`config.mk`:
```
export PLATFORM = sky130hd
export DESIGN_NAME = mux_sel_sequencer
export DESIGN_NICKNAME = d
export VERILOG_FILES = /design/src/rtl/mux_ctrl_pkg.sv /design/src/rtl/btn_debounce.sv /design/src/rtl/mux_sel_sequencer.sv
export SDC_FILE = /design/constraint.sdc
export NUM_CORES = 1
export LEC_CHECK = 0
export ABC_AREA = 0
export CAP_MARGIN = 20
export CORE_AREA = 5 5 91 93
export CTS_CLUSTER_SIZE = 40
export DETAILED_ROUTE_END_ITERATION = 8
export DIE_AREA = 0 0 96 98
export HOLD_SLACK_MARGIN = 0.15
export PLACE_DENSITY_LB_ADDON = 0.1
export REMOVE_ABC_BUFFERS = 1
export SYNTH_ARGS = -nofsm -noshare
export SYNTH_HDL_FRONTEND = slang
export SYNTH_HIERARCHICAL = 1
export SYNTH_SLANG_ARGS = --single-unit
```
`constraint.sdc`:
```
create_clock -name i_clk -period 2 [get_ports i_clk]
set_clock_uncertainty 0.1 [all_clocks]
set_input_delay 0.5 -clock i_clk [delete_from_list [all_inputs] [get_ports i_clk]]
set_output_delay 0.5 -clock i_clk [all_outputs]
set_load 0.02 [all_outputs]
```
`src/rtl/mux_ctrl_pkg.sv`:
```
// Shared types and helpers for the mux select sequencer.
package mux_ctrl_pkg;

  localparam int unsigned SEL_W = 2;
  localparam logic [SEL_W-1:0] SEL_MAX = '1;

  typedef enum logic [1:0] {
    IDLE,
    UPDATE,
    CAPTURE
  } seq_state_t;

  typedef struct packed {
    logic             vld;
    logic             is_load;
    logic [SEL_W-1:0] val;
  } sel_req_t;

  function automatic logic [SEL_W-1:0] sel_next(input logic [SEL_W-1:0] cur);
    return cur + 1'b1;
  endfunction

endpackage

```
`src/rtl/btn_debounce.sv`:
```
// Button conditioner: 2-FF synchroniser, plus a stability filter when DEBOUNCE_EN is defined.
module btn_debounce #(
  parameter int unsigned DB_CYCLES = 1_000_000
) (
  input  logic i_clk,
  input  logic i_rst_n,
  input  logic i_btn,
  output logic o_level
);

  logic r_sync1;
  logic r_sync2;

  always_ff @(posedge i_clk or negedge i_rst_n) begin
    if (!i_rst_n) begin
      r_sync1 <= 1'b0;
      r_sync2 <= 1'b0;
    end else begin
      r_sync1 <= i_btn;
      r_sync2 <= r_sync1;
    end
  end

`ifdef DEBOUNCE_EN
  localparam int unsigned CNT_W = $clog2(DB_CYCLES + 1);
  localparam logic [CNT_W-1:0] CNT_MAX = CNT_W'(DB_CYCLES - 1);

  logic [CNT_W-1:0] r_cnt;
  logic             r_level;

  // r_cnt counts consecutive samples that disagree with the accepted level.
  always_ff @(posedge i_clk or negedge i_rst_n) begin
    if (!i_rst_n) begin
      r_cnt   <= '0;
      r_level <= 1'b0;
    end else if (r_sync2 == r_level) begin
      r_cnt <= '0;
    end else if (r_cnt == CNT_MAX) begin
      r_cnt   <= '0;
      r_level <= r_sync2;
    end else begin
      r_cnt <= r_cnt + 1'b1;
    end
  end

  assign o_level = r_level;
`else
  // Stability filter is not built; DB_CYCLES has no effect here.
  if (DB_CYCLES == 0) begin : g_db_cycles_ignored
  end

  assign o_level = r_sync2;
`endif

endmodule

```
`src/rtl/mux_sel_sequencer.sv`:
```
// Select sequencer for the 4:1 data mux: load/button/auto-scan steps, capture, valid/ready out.
// Define DEBOUNCE_EN to filter the step button through the stability counter.
module mux_sel_sequencer
  import mux_ctrl_pkg::*;
#(
  parameter int unsigned DATA_W    = 32,
  parameter int unsigned SCAN_DIV  = 50_000_000,
  parameter int unsigned DB_CYCLES = 1_000_000
) (
  input  logic              i_clk,
  input  logic              i_rst_n,
  input  logic              i_auto_en,
  input  logic              i_btn_step,
  input  logic              i_sel_load,
  input  logic [SEL_W-1:0]  i_sel_load_val,
  output logic [SEL_W-1:0]  o_s,
  input  logic [DATA_W-1:0] i_mux_o,
  output logic [DATA_W-1:0] o_data_out,
  output logic              o_data_valid,
  input  logic              i_data_ready,
  output logic              o_sel_of
);

  localparam int unsigned PRESC_W = (SCAN_DIV > 2) ? $clog2(SCAN_DIV) : 1;
  localparam logic [PRESC_W-1:0] PRESC_MAX = PRESC_W'(SCAN_DIV - 1);

  logic               w_btn_lvl;
  logic               w_btn_rise;
  logic               w_tick;
  sel_req_t           w_req;
  sel_req_t           w_srv;
  logic               r_btn_prev;
  logic [PRESC_W-1:0] r_presc;
  sel_req_t           r_pend;
  seq_state_t         r_state;
  logic [SEL_W-1:0]   r_s;
  logic [DATA_W-1:0]  r_data;
  logic               r_valid;
  logic               r_sel_of;

  btn_debounce #(
    .DB_CYCLES(DB_CYCLES)
  ) u_btn_debounce (
    .i_clk  (i_clk),
    .i_rst_n(i_rst_n),
    .i_btn  (i_btn_step),
    .o_level(w_btn_lvl)
  );

  assign w_btn_rise = w_btn_lvl & ~r_btn_prev;
  assign w_tick     = i_auto_en && (r_presc == PRESC_MAX);

  always_ff @(posedge i_clk or negedge i_rst_n) begin
    if (!i_rst_n) begin
      r_btn_prev <= 1'b0;
      r_presc    <= '0;
    end else begin
      r_btn_prev <= w_btn_lvl;
      if (!i_auto_en || w_tick) begin
        r_presc <= '0;
      end else begin
        r_presc <= r_presc + 1'b1;
      end
    end
  end

  // Load beats both +1 sources; button and tick collapse into one +1.
  always_comb begin
    w_req = '0;
    if (i_sel_load) begin
      w_req.vld     = 1'b1;
      w_req.is_load = 1'b1;
      w_req.val     = i_sel_load_val;
    end else if (w_btn_rise || w_tick) begin
      w_req.vld = 1'b1;
    end
  end

  // An older pending request is served first; anything arriving alongside it is dropped.
  assign w_srv = r_pend.vld ? r_pend : w_req;

  always_ff @(posedge i_clk or negedge i_rst_n) begin
    if (!i_rst_n) begin
      r_state  <= IDLE;
      r_pend   <= '0;
      r_s      <= '0;
      r_data   <= '0;
      r_valid  <= 1'b0;
      r_sel_of <= 1'b0;
    end else begin
      r_sel_of <= 1'b0;
      if (r_valid && i_data_ready) begin
        r_valid <= 1'b0;
      end
      unique case (r_state)
        IDLE: begin
          if (w_srv.vld) begin
            if (w_srv.is_load) begin
              r_s <= w_srv.val;
            end else begin
              r_s      <= sel_next(r_s);
              r_sel_of <= (r_s == SEL_MAX);
            end
            r_pend  <= '0;
            r_state <= UPDATE;
          end
        end
        UPDATE: begin
          if (w_req.vld && !r_pend.vld) begin
            r_pend <= w_req;
          end
          r_state <= CAPTURE;
        end
        CAPTURE: begin
          if (w_req.vld && !r_pend.vld) begin
            r_pend <= w_req;
          end
          // Overwrites an unaccepted word: the newest select always wins.
          r_data  <= i_mux_o;
          r_valid <= 1'b1;
          r_state <= IDLE;
        end
        default: begin
          r_state <= IDLE;
        end
      endcase
    end
  end

  assign o_s          = r_s;
  assign o_data_out   = r_data;
  assign o_data_valid = r_valid;
  assign o_sel_of     = r_sel_of;

endmodule

```
## Word-level counts from Yosys, hierarchy flattened

Cells that the tools add are included.

- Equality and inequality tests: 6
- Multiplexer cells: 16
- Reduce and logical (&&, ||, !) cells: 13
- Add/sub/neg operators: 2
- Bitwise gates (word level): 2

Operators with widths:

| cell | count |
|---|---|
| 26-bit by 1-bit adder with 26-bit output, second input constant | 1 |
| 26-bit equality test, second input constant | 1 |
| 26-bit two-way mux | 1 |
| 4-bit two-way mux | 3 |
| 4-bit one-hot mux with 2 select lines | 1 |
| 1-bit two-way mux | 7 |
| 2-bit equality test, second input constant | 2 |
| 2-bit two-way mux | 2 |
| 2-bit one-hot mux with 2 select lines | 1 |
| 2-bit nonzero test | 2 |
| 1-bit logical AND | 3 |
| 3-bit two-way mux | 1 |
| 3-bit AND reduction | 1 |
| 2-bit by 1-bit adder with 2-bit output, second input constant | 1 |
| 2-bit by 1-bit equality test with 1-bit output, second input constant | 1 |
| 1-bit zero test | 2 |
| 2-bit zero test | 1 |
| 1-bit logical OR | 2 |
| 2-bit by 1-bit inequality test with 1-bit output, second input constant | 1 |
| 2-bit inequality test, second input constant | 1 |
| 2-bit AND reduction | 1 |
| 2-bit OR reduction | 1 |
| 1-bit bitwise AND | 1 |
| 1-bit NOT | 1 |

- Logic and storage cells: 51
- Register bits: 71

## Logic depth before layout (Yosys ltp)

- Word-level depth: 9
- Mapped depth: 7
- Mapped depth without buffers: 6

## By module

Netlist, hierarchy kept.

By module, submodules not included:

| module | area an instance (µm²) | sequential area each (µm²) | times used | cells an instance |
|---|---|---|---|---|
| mux_sel_sequencer | 3070.4 | 1726.7 | 1 | 257 |
| btn_debounce | 50.0 | 50.0 | 1 | 2 |

## Worst setup path before layout

No wires, ideal clock.

- Path type: register to register
- From: register r_presc[9]
- To: register r_s[0], in the netlist o_s[0]
- Stages on the path, launching flop included: 6
- Library setup time: 0.125 ns
- Path buffers: 0
- Arrival: 1.796 ns
- Required time: 1.775 ns
- Setup slack: -0.021 ns
- Cells stage by stage: dfrtp_1 > or4_4 > nor4_4 > a21oi_2 > nand2b_4 > mux2_4

- Word-level cells in the longest chain between the ends: 7

Ends and longest elaborated chain:

| what | line | source |
|---|---|---|
| start: declaration | mux_sel_sequencer.sv:33 | `logic [PRESC_W-1:0] r_presc;` |
| start signal: assignment | mux_sel_sequencer.sv:62 | `r_presc <= r_presc + 1'b1;` |
| 26-bit equality test | mux_sel_sequencer.sv:51 | `assign w_tick = i_auto_en && (r_presc == PRESC_MAX);` |
| 1-bit logical AND | mux_sel_sequencer.sv:51 |  |
| 1-bit logical OR | mux_sel_sequencer.sv:74 | `end else if (w_btn_rise \|\| w_tick) begin` |
| 1-bit two-way mux | mux_sel_sequencer.sv:74 |  |
| 1-bit two-way mux | mux_sel_sequencer.sv:70 | `if (i_sel_load) begin` |
| 4-bit two-way mux | mux_sel_sequencer.sv:80 | `assign w_srv = r_pend.vld ? r_pend : w_req;` |
| 2-bit AND reduction (no source line) | n/a |  |
| end signal: assignment | mux_sel_sequencer.sv:99 | `r_s <= w_srv.val;` |
| end signal: assignment | mux_sel_sequencer.sv:101 | `r_s <= sel_next(r_s);` |
| end: declaration | mux_sel_sequencer.sv:36 | `logic [SEL_W-1:0] r_s;` |

Every way passes these cells.
A chain may end at the register's enable or synchronous reset.

## Final worst setup path

- From: register r_presc[11]
- To: register r_s[1], in the netlist o_s[1]

Same word-level chain as after synthesis.

==> impl_metrics.yaml <==
floorplan:
  ioPinCount: 76
  die_h_um: 98
  die_area_um2: 9410
  die_w_um: 96
  core_um2: 7450
  start_util_pct: 41.9
  rows: 32
worst_hold_path:
  min_path_type: "flip-flop to flip-flop"
  holdPathEnd: "u_btn_debounce/o_level"
  hold_path.startpoint: "u_btn_debounce/r_sync1"
  min_delay_path_depth: 0
cells_and_area:
  syn2layout_area_growth_pct: 39.9
  final_util_pct: 58.6
  final_common_cell: "clkdlybuf4s50_1"
  final_cells: 467
  fillCellCount: 669
  layout_common_cells: "clkdlybuf4s50_1, dfrtp_1, nor2_1"
  fin_area_um2: 4370
  fin_nets: 408
  antennaDiodeCount: 0
  drive_above_1_share_pct: 21.6
placement:
  placed_cells: 451
  dpl-instance-area_um2: 4160
  gp_congestion: 0.778
  hpwl_um: 4830
  portBuffers: 75
logic_synthesis:
  synth_largest_area_cell: "dfrtp_1"
  ys_seq_area_share_pct: 56.9
  syn_area_um2: 3120
  synthDominantCellAreaShare_pct: 56.9
  netlist_top_cells_area: "dfrtp_1, mux2_2, nor2_1"
  ys_async_sr_fraction_pct: 100
  avgSynthCellArea_um2: 12.0
  ys_ff_latch: 71
  ys.flop_type: "dfrtp_1"
  yosys_warnings: 6
  syn_inst: 259
  synth_edf_count: 0
  synth_cell_type_count: 38
timing:
  period_needed_ns: 1.97
  whs_ns: 0.250
  setup_violations: 0
  max_freq_mhz: 508
  hold_viol_final: 0
  grt_setup_unrepaired: "yes"
  slew-limit-headroom_pct: 74.6
  worstMarginPinSlew_ns: 0.380
  maxSlewViolCount: 0
  min_period_over_period_pct: 98.3
worst_setup_path:
  cp_max_fo: 3
  r2r_slack_ns: 0.03
  worst_ep_required_time_ns: 2.12
  crit_chain: "or4b_4 > nor4_2 > buf_4 > a21oi_4 > nand2b_4 > mux2_4"
  arrival_ns: 2.09
  r2r_cells: 6
  cpMaxStageDelayCell: "or4b_4"
  r2r_start: "r_presc[11]"
  critPathBufInv: 1
  r2r_end: "o_s[1]"
  critPathMaxStageDelay_ns: 0.54
  startpoint_type: "flip-flop"
  crit_type: "flip-flop to flip-flop"
  cp-end-kind: "flip-flop"
  cp_top_family: "simple AND/OR/NAND/NOR gates"
power_and_ir_drop:
  power_mw: 5.46
  ir_drop_mv: 0.625
  power_density_nw_per_um2: 1250
  leakagePower_nw: 1.87
clock_network:
  clock_path_buffers: 2
  root_buffer: "clkbuf_8"
  clk_pin_slew_ns: 0.07
  cts-htree-levels: 3
  cts_sinks: 71
  cts_tree: "yes"
  post_cts.repair.setup_buffers: 0
  clk_latency_ns: 0.34
  cts_buffers: 9
outcome:
  outcome: "finished, final reports clean"
global_routing:
  top_usage_layer: "met2"
  grt_use_total_pct: 14.9
  use_met3_pct: 4.31
  grt_first_pass_wirelength_um: 10900
  first_global_vias: 2260
  grt.overflow.total: 0
  grt_max_degree: 72
  met1_usage_pct: 18.5
  antenna_found_initial: 0
  grt_util_met2_pct: 24.7
route:
  wl_um: 6740
  first_pass_iters: 4
  drt_first_iter_violations: 57
  antenna_left: 0
  routedWlPerCell_um: 14.4
  vias: 2222
  drc_errors: 0
  avgViaCountPerCell: 4.76
run:
  maxCapViolations: 0
## how the worst max path moves through the flow
stage	start	end	slack, ns	depth (start not counted)
2_1_floorplan	r_presc[11]	r_presc[10]	-0.06	5
3_3_place_gp	i_sel_load	o_s[0]	-0.04	5
3_5_place_dp	i_sel_load	o_s[1]	-0.05	5
4_1_cts	o_s[0]	o_s[0]	0.02	1
5_1_grt	r_presc[11]	o_s[1]	-0.01	6
6_report	r_presc[11]	o_s[1]	0.03	6
## through the flow
stage / setup TNS, ns / setup WS (ns)
6_report: 0 / 0.0334
5_1_grt: -0.0244 / -0.0126
4_1_cts: 0 / 0.0155
3_5_place_dp: -0.0905 / -0.0455
3_3_place_gp: -0.0887 / -0.0445
2_1_floorplan: -1.43 / -0.0567
## cell usage after synthesis, drive strengths merged (5+ instances only)
cell / number
and3: 5
dfrtp: 71
ha: 6
inv: 8
mux2: 35
nand2: 15
nand3: 13
nand4: 8
nor2: 35
nor4: 5
xnor2: 9
xor2: 15
## state kept, by name, indices dropped and copies added (netlist names)
signal                  count
o_s                         2
o_sel_of                    1
r_pend                      4
u_btn_debounce/o_level      1
o_data_out                 32
r_btn_prev                  1
r_state                     2
u_btn_debounce/r_sync1      1
o_data_valid                1
r_presc                    26
## timing repair
action,4_1_cts,5_1_grt
hold buffers,1,0
setup endpoints to repair,2,28
endpoints found under the hold margin,71,0
gates resized for setup,0,5
gates cloned,0,1
pin swaps,1,1
## per-layer routing
layer	up-vias	wire [um]
li1	1097	-
met1	1081	2910
met2	37	3480
met3	7	284
met4	0	68
met5	-	0
## cell families after synthesis
logic type	share of synthesized area, %
xor gates and xnor gates	6.74
adders and majority gates	2.41
buffers and inverters	1.76
DFF	56.9
and+or+nand+nor	15.2
AOI/OAI and AO/OA	3.45
muxes	13.5
## cell type report
cell class                 instances  area (um^2)  area share (%)
multi-input combinational        174         1310            30.0
tap                              102          128            2.92
timing repair buffer              98          978            22.4
clock inverter                     2         10.0           0.229
inverter                           8         30.0           0.688
sequential                        71         1780            40.7
clock buffer                      12          135            3.10
## power by group
part | leakage [nW] | switching (mW) | internal, mW
Clock | 0.0761 | 0.494 | 0.434
Combinational | 0.892 | 1.09 | 1.33
Sequential | 0.901 | 0.239 | 1.87
Total | 1.87 | 1.83 | 3.63
Note: power is estimated with default switching activity, not from simulation.
